### src/rtl/fsm_stream_sequencer_if.sv
// Loader/detector-side signal bundle for the stream sequencer.
// The slave modport is the sequencer; the master modport is the loader plus detector.
interface fsm_stream_sequencer_if #(
  parameter int WIDTH = 16,
  parameter int LEN_W = 5,
  parameter int CNT_W = 5
) ();
  logic             start;
  logic [WIDTH-1:0] pattern;
  logic [LEN_W-1:0] len;
  logic             det_w;
  logic             det_aclr;
  logic             det_z;
  logic             busy;
  logic             done;
  logic             hit;
  logic [CNT_W-1:0] match_count;
  logic [CNT_W-1:0] first_idx;

  modport slave (
    input  start, pattern, len, det_z,
    output det_w, det_aclr, busy, done, hit, match_count, first_idx
  );

  modport master (
    output start, pattern, len, det_z,
    input  det_w, det_aclr, busy, done, hit, match_count, first_idx
  );
endinterface

### src/rtl/fsm_stream_sequencer.sv
// Run controller for a four-in-a-row detector: clears it, shifts a pattern in LSB first,
// and counts detections using a one-cycle z sampling offset plus a trailing FLUSH cycle.
module fsm_stream_sequencer #(
  parameter int WIDTH = 16,
  parameter int LEN_W = 5,
  parameter int CNT_W = 5
) (
  input  logic                  clk,
  input  logic                  clr,
  fsm_stream_sequencer_if.slave bus
);

  typedef enum logic [2:0] {S_IDLE, S_CLEAR, S_SHIFT, S_FLUSH, S_DONE} state_e;

  state_e           state_q;
  logic [WIDTH-1:0] pat_q;
  logic [LEN_W-1:0] len_q;
  logic [LEN_W-1:0] k_q;
  logic             hit_q;
  logic [CNT_W-1:0] cnt_q;
  logic [CNT_W-1:0] first_q;
  logic             det_w_q;
  logic             det_aclr_q;
  logic             busy_q;
  logic             done_q;

  logic             samp;
  logic [WIDTH-1:0] pat_nxt;

  // z during this cycle reflects the bit sent last cycle, i.e. bit k-1.
  assign samp    = bus.det_z && ((state_q == S_SHIFT && k_q != '0) || state_q == S_FLUSH);
  assign pat_nxt = pat_q >> 1;

  always_ff @(posedge clk) begin
    if (clr) begin
      state_q    <= S_IDLE;
      pat_q      <= '0;
      len_q      <= '0;
      k_q        <= '0;
      hit_q      <= 1'b0;
      cnt_q      <= '0;
      first_q    <= '0;
      det_w_q    <= 1'b0;
      det_aclr_q <= 1'b1;
      busy_q     <= 1'b0;
      done_q     <= 1'b0;
    end else begin
      done_q     <= 1'b0;
      det_w_q    <= 1'b0;
      det_aclr_q <= 1'b1;
      if (samp) begin
        cnt_q <= cnt_q + 1'b1;
        if (!hit_q) begin
          hit_q   <= 1'b1;
          first_q <= CNT_W'(k_q - 1'b1);
        end
      end
      case (state_q)
        S_IDLE: begin
          if (bus.start) begin
            pat_q      <= bus.pattern;
            len_q      <= (bus.len > LEN_W'(WIDTH)) ? LEN_W'(WIDTH) : bus.len;
            state_q    <= S_CLEAR;
            busy_q     <= 1'b1;
            det_aclr_q <= 1'b0;
          end
        end
        S_CLEAR: begin
          hit_q   <= 1'b0;
          cnt_q   <= '0;
          first_q <= '0;
          k_q     <= '0;
          if (len_q != '0) begin
            state_q <= S_SHIFT;
            det_w_q <= pat_q[0];
          end else begin
            state_q <= S_DONE;
            busy_q  <= 1'b0;
            done_q  <= 1'b1;
          end
        end
        S_SHIFT: begin
          k_q   <= k_q + 1'b1;
          pat_q <= pat_nxt;
          if (k_q == len_q - 1'b1) state_q <= S_FLUSH;
          else                     det_w_q <= pat_nxt[0];
        end
        S_FLUSH: begin
          state_q <= S_DONE;
          busy_q  <= 1'b0;
          done_q  <= 1'b1;
        end
        default: state_q <= S_IDLE;
      endcase
    end
  end

  assign bus.det_w       = det_w_q;
  assign bus.det_aclr    = det_aclr_q;
  assign bus.busy        = busy_q;
  assign bus.done        = done_q;
  assign bus.hit         = hit_q;
  assign bus.match_count = cnt_q;
  assign bus.first_idx   = first_q;

endmodule

### src/flat_wrapper.sv
// flat-port wrapper written by rule: the top's interface ports become plain ports
module fsm_stream_sequencer_flat 
#(
  parameter int WIDTH = 16,
  parameter int LEN_W = 5,
  parameter int CNT_W = 5
)
  (clk, clr, bus_start, bus_pattern, bus_len, bus_det_z, bus_det_w, bus_det_aclr, bus_busy, bus_done, bus_hit, bus_match_count, bus_first_idx);
  fsm_stream_sequencer_if #(.WIDTH(WIDTH), .LEN_W(LEN_W), .CNT_W(CNT_W)) bus_i ();
  input  logic clk;
  input  logic clr;
  input wire logic [$bits(bus_i.start)-1:0] bus_start;
  input wire logic [$bits(bus_i.pattern)-1:0] bus_pattern;
  input wire logic [$bits(bus_i.len)-1:0] bus_len;
  input wire logic [$bits(bus_i.det_z)-1:0] bus_det_z;
  output wire logic [$bits(bus_i.det_w)-1:0] bus_det_w;
  output wire logic [$bits(bus_i.det_aclr)-1:0] bus_det_aclr;
  output wire logic [$bits(bus_i.busy)-1:0] bus_busy;
  output wire logic [$bits(bus_i.done)-1:0] bus_done;
  output wire logic [$bits(bus_i.hit)-1:0] bus_hit;
  output wire logic [$bits(bus_i.match_count)-1:0] bus_match_count;
  output wire logic [$bits(bus_i.first_idx)-1:0] bus_first_idx;
  assign bus_i.start = bus_start;
  assign bus_i.pattern = bus_pattern;
  assign bus_i.len = bus_len;
  assign bus_i.det_z = bus_det_z;
  assign bus_det_w = bus_i.det_w;
  assign bus_det_aclr = bus_i.det_aclr;
  assign bus_busy = bus_i.busy;
  assign bus_done = bus_i.done;
  assign bus_hit = bus_i.hit;
  assign bus_match_count = bus_i.match_count;
  assign bus_first_idx = bus_i.first_idx;
  fsm_stream_sequencer #(.WIDTH(WIDTH), .LEN_W(LEN_W), .CNT_W(CNT_W)) u_core (.clk(clk), .clr(clr), .bus(bus_i));
endmodule
### config.mk
export PLATFORM = sky130hd
export DESIGN_NAME = fsm_stream_sequencer_flat
export DESIGN_NICKNAME = d
export VERILOG_FILES = /design/src/rtl/fsm_stream_sequencer_if.sv /design/src/rtl/fsm_stream_sequencer.sv /design/src/flat_wrapper.sv
export SDC_FILE = /design/constraint.sdc
export NUM_CORES = 1
export LEC_CHECK = 0
export CAP_MARGIN = 20
export CORE_ASPECT_RATIO = 0.5
export CORE_MARGIN = 2
export CORE_UTILIZATION = 52
export DETAILED_ROUTE_END_ITERATION = 8
export GPL_TIMING_DRIVEN = 0
export PLACE_DENSITY = 0.85
export SYNTH_ARGS = -nofsm -noshare
export SYNTH_HDL_FRONTEND = slang
export SYNTH_SLANG_ARGS = --single-unit
### constraint.sdc
create_clock -name clk -period 2 [get_ports clk]
set_clock_uncertainty 0.05 [all_clocks]
set_input_delay 0.2 -clock clk [delete_from_list [all_inputs] [get_ports clk]]
set_output_delay 0.2 -clock clk [all_outputs]
set_load 0.01 [all_outputs]
==> qor.csv, run 1 <==
stage;metric;value;unit
floorplanning;initial_utilization;0.558;
cells_and_area;drive_gt1_frac;0.172;
placement;pre_cts_slack;138;ps
power_and_ir_drop;p_leak;0.988;nW
cts;insertion_delay;300;ps
grt;grt_pass1_vias;1701;
synth;syn_inst;239;
drt;drtPass1Iterations;4;
synth;synth-seq-area-share;0.394;
sta;fin_crit_sh;0.879;
floorplanning;io_pins;40;
cells_and_area;post_layout_nonfiller_instances;339;
cts;cts_root_buf;clkbuf_8;
synth;ys_types;45;
cells_and_area;final_cell_mix;dfxtp_1, nor2_1, clkdlybuf4s50_1, a21oi_1, o22ai_2;
synth;synth_top_area_frac;0.394;
power_and_ir_drop;seq_power_share;0.506;
hold_path;hold_path.class;primary input to flop;
cts;cts_sinks;44;
run;max_cap_viol_count;0;
cells_and_area;syn2layout_area_growth;24.6;%
synth;yosysWarnings;0;
worst_setup_path;cp.required;2130;ps
grt;grt_overflow;0;
placement;hpwlAfterDp;3310;microns
grt;track_usage;0.192;
placement;place_inst;331;
power_and_ir_drop;ir_worst_vdd;0.414;mV
worst_setup_path;critPathSlowestCell;a21oi_1;
worst_setup_path;cp.arrival;1890;ps
outcome;outcome;completed;
grt;antenna_found_initial;0;
drt;routed_wl;4480;microns
power_and_ir_drop;total_power;0.00192;W
cts;htreeDepth;2;
power_and_ir_drop;clkPwrFrac;0.303;
cts;clk_pin_slew_worst_paths;80;ps
drt;wl_per_cell;13.2;microns
floorplanning;placementRows;16;
worst_setup_path;path_delay_family;compound AO/OA/AOI/OAI gates;
sta;min_period;1760;ps
sta;timing.hold.ws;218;ps
floorplanning;die_h;50.3;microns
grt;grt_max_degree;14;
worst_setup_path;cp_max_fo;9;
power_and_ir_drop;comb_power_share;0.191;
sta;slew_viol_final;0;
drt;vias;1815;
cells_and_area;num_antenna_cells;0;
floorplanning;die_w;96.7;microns
sta;finalSetupTns;0;ps
power_and_ir_drop;intPower;0.00140;W
worst_setup_path;cp.buffers_inverters;2;
cts;post_cts_buffers;0;
power_and_ir_drop;power_density;689;nW/um^2
synth;ys_top_cells_by_area;dfxtp_1, o22ai_2, nor2_1, nor3_2, a21oi_1;
sta;hold_viol;0;
synth;async_flop_share;0;
synth;synth_edf_count;0;
worst_setup_path;slowest_delay;410;ps
cts;clockBufferDepth;2;
drt;ant_nets;0;
cells_and_area;mostFrequentLayoutCell;dfxtp_1;
power_and_ir_drop;switching_share;0.271;
worst_setup_path;crit_type;flop to flop;
cts;cts_hold_buffers;0;
synth;ys_ff_latch;44;
placement;gp_congestion;0.869;
cts;cts_tree;built;
sta;fmax;569;MHz
synth;syn_area;2230;sq um
drt;drt_iter0_markers;84;
floorplanning;die_area;4870;sq um
power_and_ir_drop;power.switching;0.000520;W
sta;rsz0062_at_grt;false;
cts;cts_buffers;5;
worst_setup_path;crit_path_start_kind;flop;
synth;ys.flop_type;dfxtp_1;
floorplanning;core_area;4000;sq um
synth;netlist.top_cell.by_area;dfxtp_1;
grt;grt_pass1_wl;7490;microns
worst_setup_path;cp-end-kind;flop;
sta;worst_slew_margin_rel;0.571;
drt;via_per_inst;5.35;
worst_setup_path;crit_chain;buf_2 > inv_1 > ha_1 > a21oi_1 > mux2i_1 > nor2_1;
synth;syn_area_per_cell;9.34;sq um
sta;finalSetupViolCount;0;
drt;drc;0;
placement;portBuffers;38;
synth;syn_nets;269;
sta;worst_pin_slew;644;ps
sta;layout_setup_ws;241;ps
cells_and_area;nets;314;
==> cell families after synthesis <==
family	share of synthesized area
AND/OR/NAND/NOR	0.245
AO/OA/AOI/OAI	0.211
flip-flops	0.394
buffers and inverters	0.0655
XOR/XNOR	0.0471
adder cells (fa/ha/maj)	0.0280
multiplexers	0.00896
==> Yosys cell counts, drive strengths merged (4+ instances only) <==
cell type and n:
nand2b 4, nor2 40, o21ai 5, nand2 11, nor3b 5, a211oi 9, inv 4, o22ai 14
ha 5, xor2 4, a21oi 15, buf 9, nor3 16, dfxtp 44, nand3 5, xnor2 8
clkbuf 10, nand3b 4
==> final timing paths <==
kind / startpoint / to / slack (ps) / depth (start not counted)
setup / recovery: u_core.k_q[0]$_SDFFE_PP0P_ / u_core.bus.match_count[1]$_SDFFE_PP0P_ / 240 / 6
hold / removal: clr / u_core.state_q[0]$_SDFFE_PP0P_ / 220 / 2
setup reg to reg: u_core.k_q[0]$_SDFFE_PP0P_ / u_core.bus.match_count[1]$_SDFFE_PP0P_ / 240 / 6
hold reg to reg: u_core.pat_q[0]$_SDFFE_PP0P_ / u_core.bus.det_w$_SDFF_PP0_ / 420 / 2
==> metrics by stage <==
step                      cell area (sq um)   util
after floorplan                        2230      -
final                                  2780  0.695
after global routing                   2780  0.695
after detailed placement               2680  0.670
after CTS                              2780  0.693
after global placement                 2680  0.670
==> registers in the layout, indices dropped and copies added, names as in the netlist <==
name	count
u_core.bus.busy	1
u_core.bus.det_aclr	1
u_core.bus.det_w	1
u_core.bus.done	1
u_core.bus.first_idx	5
u_core.bus.hit	1
u_core.bus.match_count	5
u_core.k_q	5
u_core.len_q	5
u_core.pat_q	16
u_core.state_q	3
==> routing by layer <==
metal,vias to the layer above,global-route usage,routed length (microns)
li1,933,-,-
met1,837,0.233,2090
met2,38,0.337,2150
met3,7,0.0501,181
met4,0,0.0634,57
met5,-,0,0
==> power groups by stage <==
stage	clock network, W	registers, W	logic, W
2_1_floorplan	0	0.000984	0.000260
3_3_place_gp	0	0.000987	0.000355
3_5_place_dp	0	0.000991	0.000364
6_report	0.000581	0.000971	0.000365
5_1_grt	0.000634	0.000977	0.000401
4_1_cts	0.000594	0.000971	0.000367
==> layout make-up <==
class / instances / area, sq um
Clock inverter: 1 / 7.51
Buffer: 19 / 123
Clock buffer: 7 / 86.3
Inverter: 5 / 23.8
Timing Repair Buffer: 38 / 380
Tap cell: 54 / 67.6
Multi-Input combinational cell: 171 / 1210
Sequential cell: 44 / 881
Fill cell: 322 / 1220
==> what timing repair did <==
action                                  CTS  global route
resized for setup                         0             1
endpoints found under the setup margin    0             2
endpoints found under the hold margin     0             0
Note: power is estimated with default switching activity, not from simulation.
==> inputs of run 2 (changes only) <==
CTS_CLUSTER_SIZE = 16   (was unset)
GPL_TIMING_DRIVEN = unset   (was 0)
==> qor.csv, run 2 (synthesized netlist as in run 1, its figures left out) <==
stage;metric;value;unit;change
outcome;outcome;completed;;
worst_setup_path;crit_chain;inv_1 > ha_1 > xnor2_1 > a211oi_1 > o311ai_1 > o41ai_1;;
sta;layout_setup_ws;206;ps;-35.8 ps
worst_setup_path;crit_type;flop to flop;;
cts;cts_resized;0;;unchanged
hold_path;hold_start;bus_pattern[15];;
cells_and_area;mostFrequentLayoutCell;dfxtp_1;;
cells_and_area;post_layout_nonfiller_instances;329;;-2.9%
cts;cts_root_buf;clkbuf_8;;
drt;drtPass1Iterations;4;;unchanged
sta;finalSetupViolCount;0;;unchanged
floorplanning;initial_utilization;0.558;;unchanged
cells_and_area;drive_gt1_frac;0.175;;+0.00262
floorplanning;die_h;50.3;microns;unchanged
cells_and_area;utilization;0.691;;-0.00437
worst_setup_path;startpoint;u_core.len_q[0]$_SDFFE_PP0P_;;
placement;gp_congestion;0.746;;-14%
worst_setup_path;rr_worst_depth;6;;unchanged
cts;insertion_delay;300;ps;about the same
power_and_ir_drop;power_density;721;nW/um^2;+4.6%
drt;top_layer;met4;;
sta;fin_crit_sh;0.897;;+0.0179
sta;worst_pin_slew;807;ps;+163 ps
run;max_cap_viol_count;0;;unchanged
hold_path;min_path_cells;3;;+1
placement;place_inst;321;;-3.0%
floorplanning;die_area;4870;sq um;unchanged
drt;wl_per_cell;13.4;microns;+1.4%
worst_setup_path;critPathSlowestCell;dfxtp_1;;
power_and_ir_drop;total_power;0.00199;W;+4.0%
worst_setup_path;crit_cells;6;;unchanged
hold_path;hold_path.class;primary input to flop;;
cts;clockBufferDepth;2;;unchanged
floorplanning;core_area;4000;sq um;unchanged
grt;grt_pass1_wl;7290;microns;-2.8%
worst_setup_path;cp.buffers_inverters;1;;-1
drt;drc;0;;unchanged
floorplanning;die_w;96.7;microns;unchanged
drt;via_per_inst;5.50;;+2.8%
worst_setup_path;path_delay_family;compound AO/OA/AOI/OAI gates;;
worst_setup_path;slowest_delay;390;ps;-20 ps
sta;rsz0062_at_grt;false;;
sta;min_period;1790;ps;+35.8 ps
power_and_ir_drop;ir_worst_vdd;0.552;mV;+33%
placement;pre_cts_slack;51.8;ps;-85.9 ps
sta;slew_viol_final;0;;unchanged
drt;ant_nets;0;;unchanged
cells_and_area;final_cell_mix;dfxtp_1, nor2_1, clkdlybuf4s50_1, a21oi_1, o22ai_2;;
cells_and_area;nets;304;;-3.2%
drt;drt_iter0_markers;69;;-18%
cells_and_area;regMostFlops;u_core.pat_q;;
drt;routed-wl-met2;2160;microns;+0.65%
worst_setup_path;r2r_start;u_core.len_q[0]$_SDFFE_PP0P_;;
placement;portBuffers;39;;+2.6%
grt;grt_overflow;0;;unchanged
cts;cts_sinks;44;;unchanged
cts;htreeDepth;2;;unchanged
cts;post_cts_buffers;0;;unchanged
cts;cts_tree;built;;
grt;track_usage;0.187;;-0.00454
drt;m1WireLength;2000;microns;-4.1%
worst_setup_path;cp.required;2130;ps;about the same
sta;hold_viol;0;;unchanged
grt;grt_max_degree;29;;+15
placement;hpwlAfterDp;3210;microns;-3.1%
power_and_ir_drop;p_leak;0.990;nW;+0.16%
cells_and_area;syn2layout_area_growth;23.8;%;
drt;routed_wl;4410;microns;-1.6%
cells_and_area;num_antenna_cells;0;;unchanged
cts;cts_hold_buffers;0;;unchanged
sta;fmax;557;MHz;-2.0%
sta;finalSetupTns;0;ps;unchanged
grt;antenna_found_initial;0;;unchanged
worst_setup_path;cp.arrival;1920;ps;+30 ps
worst_setup_path;cp-end-kind;flop;;
cts;cts_buffers;5;;unchanged
cells_and_area;largest_reg_flops;16;;unchanged
worst_setup_path;cp_max_fo;4;;-5
floorplanning;io_pins;40;;unchanged
worst_setup_path;crit_path_start_kind;flop;;
drt;vias;1810;;-0.28%
floorplanning;placementRows;16;;unchanged
sta;worst_slew_margin_rel;0.461;;-0.110
cts;clk_pin_slew_worst_paths;80;ps;about the same
drt;wl_met3;177;microns;-2.2%
grt;grt_pass1_vias;1596;;-6.2%
## run 2: changes by cell type in the layout (fill, tap and decap cells not counted), moves of 2 or more
cell | before | now
buf_12 | 0 | 2
buf_4 | 0 | 6
buf_2 | 4 | 0
clkbuf_1 | 10 | 0
buf_8 | 2 | 0
buf_6 | 3 | 0
## run 2: worst reg2reg max path: cells and delay by family, from the launching register on
family	cells	cell delay, ps
DFF	1	390
buffers and inverters	1	60
adders and majority gates	1	300
AOI/OAI and AO/OA	3	760
xor gates and xnor gates	1	120
## run 2: metrics by stage
| stage | instance area, sq um | hold slack [ps] |
|---|---|---|
| 2_1_floorplan | 2230 | 286 |
| 3_3_place_gp | 2650 | 419 |
| 3_5_place_dp | 2650 | 428 |
| 4_1_cts | 2770 | 427 |
| 5_1_grt | 2770 | 445 |
| 6_report | 2770 | 430 |
## run 2: per-layer routing
layer | track usage | up-vias
li1 | - | 917
met1 | 0.225 | 851
met2 | 0.331 | 35
met3 | 0.0460 | 7
met4 | 0.0704 | 0
met5 | 0 | -
## run 2: final cells by class
class	count	area (sq um)
Fill cell	332	1240
Timing Repair Buffer	47	475
Tap cell	54	67.6
Sequential cell	44	881
Multi-Input combinational cell	171	1210
Clock buffer	5	68.8
Clock inverter	3	42.5
Inverter	5	23.8
## run 2: report_power, final
group	total [W]	internal [W]	switching [W]
registers	0.000970	0.000930	0.0000400
logic	0.000343	0.000170	0.000172
clock network	0.000680	0.000370	0.000310
total	0.00199	0.00147	0.000522
## run 2: final timing paths
check | slack [ps] | endpoint
max reg2reg | 210 | u_core.state_q[0]$_SDFFE_PP0P_
min | 430 | u_core.pat_q[15]$_SDFFE_PP0P_
min reg2reg | 440 | u_core.bus.det_w$_SDFF_PP0_
max | 210 | u_core.state_q[0]$_SDFFE_PP0P_
==> inputs of run 3 (changes only) <==
CAP_MARGIN = unset   (was 20)
==> results of run 3 <==
No change in the layout: final DEF, timing and power equal those of run 2.
==> edit 1 (flow settings as in run 3) <==
`CNT_W` is set to 5 in 3 places; all go to 10.
--- a/src/rtl/fsm_stream_sequencer_if.sv
+++ b/src/rtl/fsm_stream_sequencer_if.sv
@@ -4,5 +4,5 @@
   parameter int WIDTH = 16,
   parameter int LEN_W = 5,
-  parameter int CNT_W = 5
+  parameter int CNT_W = 10
 ) ();
   logic             start;
--- a/src/rtl/fsm_stream_sequencer.sv
+++ b/src/rtl/fsm_stream_sequencer.sv
@@ -4,5 +4,5 @@
   parameter int WIDTH = 16,
   parameter int LEN_W = 5,
-  parameter int CNT_W = 5
+  parameter int CNT_W = 10
 ) (
   input  logic                  clk,
--- a/src/flat_wrapper.sv
+++ b/src/flat_wrapper.sv
@@ -4,5 +4,5 @@
   parameter int WIDTH = 16,
   parameter int LEN_W = 5,
-  parameter int CNT_W = 5
+  parameter int CNT_W = 10
 )
   (clk, clr, bus_start, bus_pattern, bus_len, bus_det_z, bus_det_w, bus_det_aclr, bus_busy, bus_done, bus_hit, bus_match_count, bus_first_idx);
Ports: changed (resized bus_first_idx and bus_match_count); port bits go from 40 to 50. The function was not compared with the original's and may differ.
==> edit 1 against run 3 <==
Worst setup slack worse by 23 ps; total power shrank 1.0%; sequential cell count up 6; critical path depth is 1 lower; cell area rose by 12%; area after synthesis rose by 12%; routed wire length grew 19%; via count increased by 20%; critical endpoint is now u_core.bus.first_idx[0]$_SDFFE_PP0P_.
==> edit 1: results (changes against run 3) <==
stage,metric,value,unit,change
layout,regArea,1000,µm²,was 881 µm²
global_routing,grt_pass1_wl,8.80,mm,was 7.29 mm
global_routing,grt.total_usage,21.4,%,was 18.7%
synth,postSynthNetCount,334,,was 269
placed_design,port-buffer-count,49,,was 39
setup_path,worst_path_max_stage_delay,490,ps,was 390 ps
setup_path,timing.rr.end,u_core.bus.first_idx[0]$_SDFFE_PP0P_,,was u_core.state_q[0]$_SDFFE_PP0P_
setup_path,worst-r2r-cell-count,5,,was 6
setup_path,crit_path_max_fanout,10,,was 4
layout,buffering_overhead,18.6,%,was 17.2%
global_routing,grt_start_max_net_pins,31,,was 29
synth,synth_top_cells_by_area,"sky130_fd_sc_hd__dfxtp_1 40%, sky130_fd_sc_hd__nand2_1 7.4%, sky130_fd_sc_hd__nor2_1 5.6%",,"was sky130_fd_sc_hd__dfxtp_1 39%, sky130_fd_sc_hd__o22ai_2 7.8%, sky130_fd_sc_hd__nor2_1 6.7%"
sta,hold_slack,394,ps,was 430 ps
power_and_ir_drop,leakage,1.12,nW,was 0.990 nW
routing,detailedRoute.firstIterationViolations,75,,was 69
layout,fillCellCount,366,,was 332
synth,synth_top_cells_by_count,"50 x sky130_fd_sc_hd__dfxtp_1, 49 x sky130_fd_sc_hd__nand2_1, 37 x sky130_fd_sc_hd__nor2_1",,"was 44 x sky130_fd_sc_hd__dfxtp_1, 40 x sky130_fd_sc_hd__nor2_1, 15 x sky130_fd_sc_hd__a21oi_1"
global_routing,first_global_vias,2000,,was 1596
setup_path,cp.arrival,1960,ps,was 1920 ps
routing,post_drt_via_cell_ratio,5.31,,was 5.50
sta,tightestPinTransition,600,ps,was 807 ps
setup_path,reg2reg_setup_slack,180,ps,was 210 ps
setup_path,worstSetupStartpoint,u_core.k_q[1]$_SDFFE_PP0P_,,was u_core.len_q[0]$_SDFFE_PP0P_
layout,nets,372,,was 304
layout,ratio_of_cells_with_drive_above_1_in_the_final_layout,8.16,%,was 17.5%
power_and_ir_drop,p_total,1.97,mW,was 1.99 mW
power_and_ir_drop,seq_power_share,54.6,%,was 48.7%
setup_path,critical_path.top_delay_family,flip-flops,,was compound AO/OA/AOI/OAI gates
power_and_ir_drop,p_clk_share,30.3,%,was 34.1%
layout,non_clock_inverter_count,8,,was 5
power_and_ir_drop,switching_share,27.2,%,was 26.2%
power_and_ir_drop,worst_ir_drop_vdd,299,µV,was 552 µV
run_status,outcome,finished clean,,unchanged
layout,buffers,59,,was 47
layout,nMultiInputCombCells,218,,was 171
edit 1: kinds of logic (layout without fill, tap and decap cells):
family | count (synthesis) | after routing | synth area share, %
adders and majority gates | 5 | 5 | 2.51
buffers and inverters | 36 | 75 | 6.62
DFF | 50 | 50 | 40.1
muxes | 4 | 4 | 1.61
xor gates and xnor gates | 14 | 14 | 4.92
and+or+nand+nor | 130 | 130 | 25.1
AOI/OAI and AO/OA | 65 | 65 | 19.1
edit 1: routing by layer:
| layer | vias to the layer above | track usage (%) | share of wire (%) |
|---|---|---|---|
| met2 | 57 | 37.4 | 46 |
| met1 | 982 | 25.6 | 47 |
| met4 | 0 | 9.33 | 1.5 |
| met3 | 8 | 4.76 | 5.4 |
| met5 | - | 0 | 0 |
| li1 | 1125 | - | - |
edit 1: stage by stage:
stage	setup slack (ps)	cell area (µm²)	cells
final	183	3110	409
after global placement	279	3020	401
after detailed placement	189	3020	401
after CTS	187	3110	409
after floorplan	124	2490	304
after global routing	35.4	3110	409
==> edit 2 (config.mk and constraints of run 3) <==
Without the edit above. Register the input `clr` before use. The logic sees it one clock later. The other inputs are not delayed to match.
--- a/src/rtl/fsm_stream_sequencer.sv
+++ b/src/rtl/fsm_stream_sequencer.sv
@@ -12,4 +12,10 @@
 
   typedef enum logic [2:0] {S_IDLE, S_CLEAR, S_SHIFT, S_FLUSH, S_DONE} state_e;
+
+  logic clr_q;
+
+  always_ff @(posedge clk) begin
+    clr_q <= clr;
+  end
 
   state_e           state_q;
@@ -33,5 +39,5 @@
 
   always_ff @(posedge clk) begin
-    if (clr) begin
+    if (clr_q) begin
       state_q    <= S_IDLE;
       pat_q      <= '0;
Function: changed (Yosys sat finds a counterexample within 4 cycles, from zero or initial values).
==> edit 2 against run 3 <==
Global-route usage increased by 1.7 points; sequential cell count increased by 1; worst setup slack got worse by 99 ps; area after synthesis decreased by 2.5%; utilization decreased by 1.6 points; fmax decreased by 5.2%; cell area decreased by 3.3%; routed wire length increased by 5.2%; total power decreased by 9.2%; sequential share of layout area increased by 1.8 points; critical endpoint is now u_core.bus.first_idx[2]$_SDFFE_PP0P_; largest power group unchanged.
==> edit 2: results (changes against run 3) <==
stage,metric,value,unit,change
run_status,outcome,finished clean,,unchanged
routing,wl_met1,2.16,mm,was 2.00 mm
setup_path,worstSetupStartpoint,u_core.k_q[1]$_SDFFE_PP0P_,,was u_core.len_q[0]$_SDFFE_PP0P_
global_routing,met3_usage,5.50,%,was 4.60%
hold_path,worstHoldStart,clr,,was bus_pattern[15]
setup_path,critical_path.top_delay_family,simple AND/OR/NAND/NOR gates,,was compound AO/OA/AOI/OAI gates
layout,seq_share,33.7,%,was 31.9%
synth,synth_top_cells_by_area,"sky130_fd_sc_hd__dfxtp_1 41%, sky130_fd_sc_hd__nand2_1 7.6%, sky130_fd_sc_hd__a311oi_1 6.0%",,"was sky130_fd_sc_hd__dfxtp_1 39%, sky130_fd_sc_hd__o22ai_2 7.8%, sky130_fd_sc_hd__nor2_1 6.7%"
layout,fillCellCount,340,,was 332
placed_design,place_congestion,0.791,,was 0.746
sta,headroom_to_the_max_slew_limit,65.9,%,was 46.1%
hold_path,worst_hold_path.num_cells,1,,was 3
global_routing,use_met1,25.6,%,was 22.5%
setup_path,crit_path_top_delay_cell,sky130_fd_sc_hd__or4b_4,,was sky130_fd_sc_hd__dfxtp_1
synth,yosys_cell_types,42,,was 45
placed_design,dp_worst_setup_slack,101,ps,was 51.8 ps
layout,nMultiInputCombCells,187,,was 171
routing,detailroute.wirelength.met3,209,µm,was 177 µm
layout,ratio_of_cells_with_drive_above_1_in_the_final_layout,7.48,%,was 17.5%
placed_design,hpwl,3.26,mm,was 3.21 mm
layout,non_clock_inverter_count,7,,was 5
synth,postSynthNetCount,291,,was 269
layout,n_clock_buffer,7,,was 5
synth,synth_top_cells_by_count,"45 x sky130_fd_sc_hd__dfxtp_1, 44 x sky130_fd_sc_hd__nand2_1, 32 x sky130_fd_sc_hd__nor2_1",,"was 44 x sky130_fd_sc_hd__dfxtp_1, 40 x sky130_fd_sc_hd__nor2_1, 15 x sky130_fd_sc_hd__a21oi_1"
setup_path,crit_path_max_fanout,10,,was 4
routing,detailedRoute.firstIterationViolations,122,,was 69
setup_path,worst_path_max_stage_delay,480,ps,was 390 ps
global_routing,first_global_vias,1721,,was 1596
global_routing,grt.total_usage,20.4,%,was 18.7%
layout,multi_input_comb_area,1140,µm²,was 1210 µm²
routing,finalWirelength,4.64,mm,was 4.41 mm
power_and_ir_drop,worst_ir_drop_vdd,382,µV,was 552 µV
global_routing,grt_pass1_wl,7.53,mm,was 7.29 mm
synth,yosys_register_bits,45,,was 44
synth,complex_gate_fraction_of_the_synthesized_area,20.3,%,was 21.1%
layout,clock_cell_area_share,3.14,%,was 4.03%
edit 2: through the flow:
| step | area [µm²] | std cells | utilization [%] |
|---|---|---|---|
| 2_1_floorplan | 2180 | 261 | - |
| 3_3_place_gp | 2590 | 340 | 65.3 |
| 3_5_place_dp | 2590 | 340 | 65.3 |
| 4_1_cts | 2670 | 348 | 67.5 |
| 5_1_grt | 2670 | 348 | 67.5 |
| 6_report | 2670 | 348 | 67.5 |
edit 2: power breakdown:
| group | internal [mW] | total, mW | switching, mW |
|---|---|---|---|
| clock network | 0.247 | 0.545 | 0.298 |
| registers | 0.944 | 0.983 | 0.0393 |
| logic | 0.139 | 0.282 | 0.143 |
edit 2: final timing paths:
path | endpoint | slack (ps)
hold reg to reg | u_core.pat_q[15]$_SDFFE_PP0P_ | 430
hold / removal | u_core.clr_q$_DFF_P_ | 290
setup reg to reg | u_core.bus.first_idx[2]$_SDFFE_PP0P_ | 110
setup / recovery | u_core.bus.first_idx[2]$_SDFFE_PP0P_ | 110
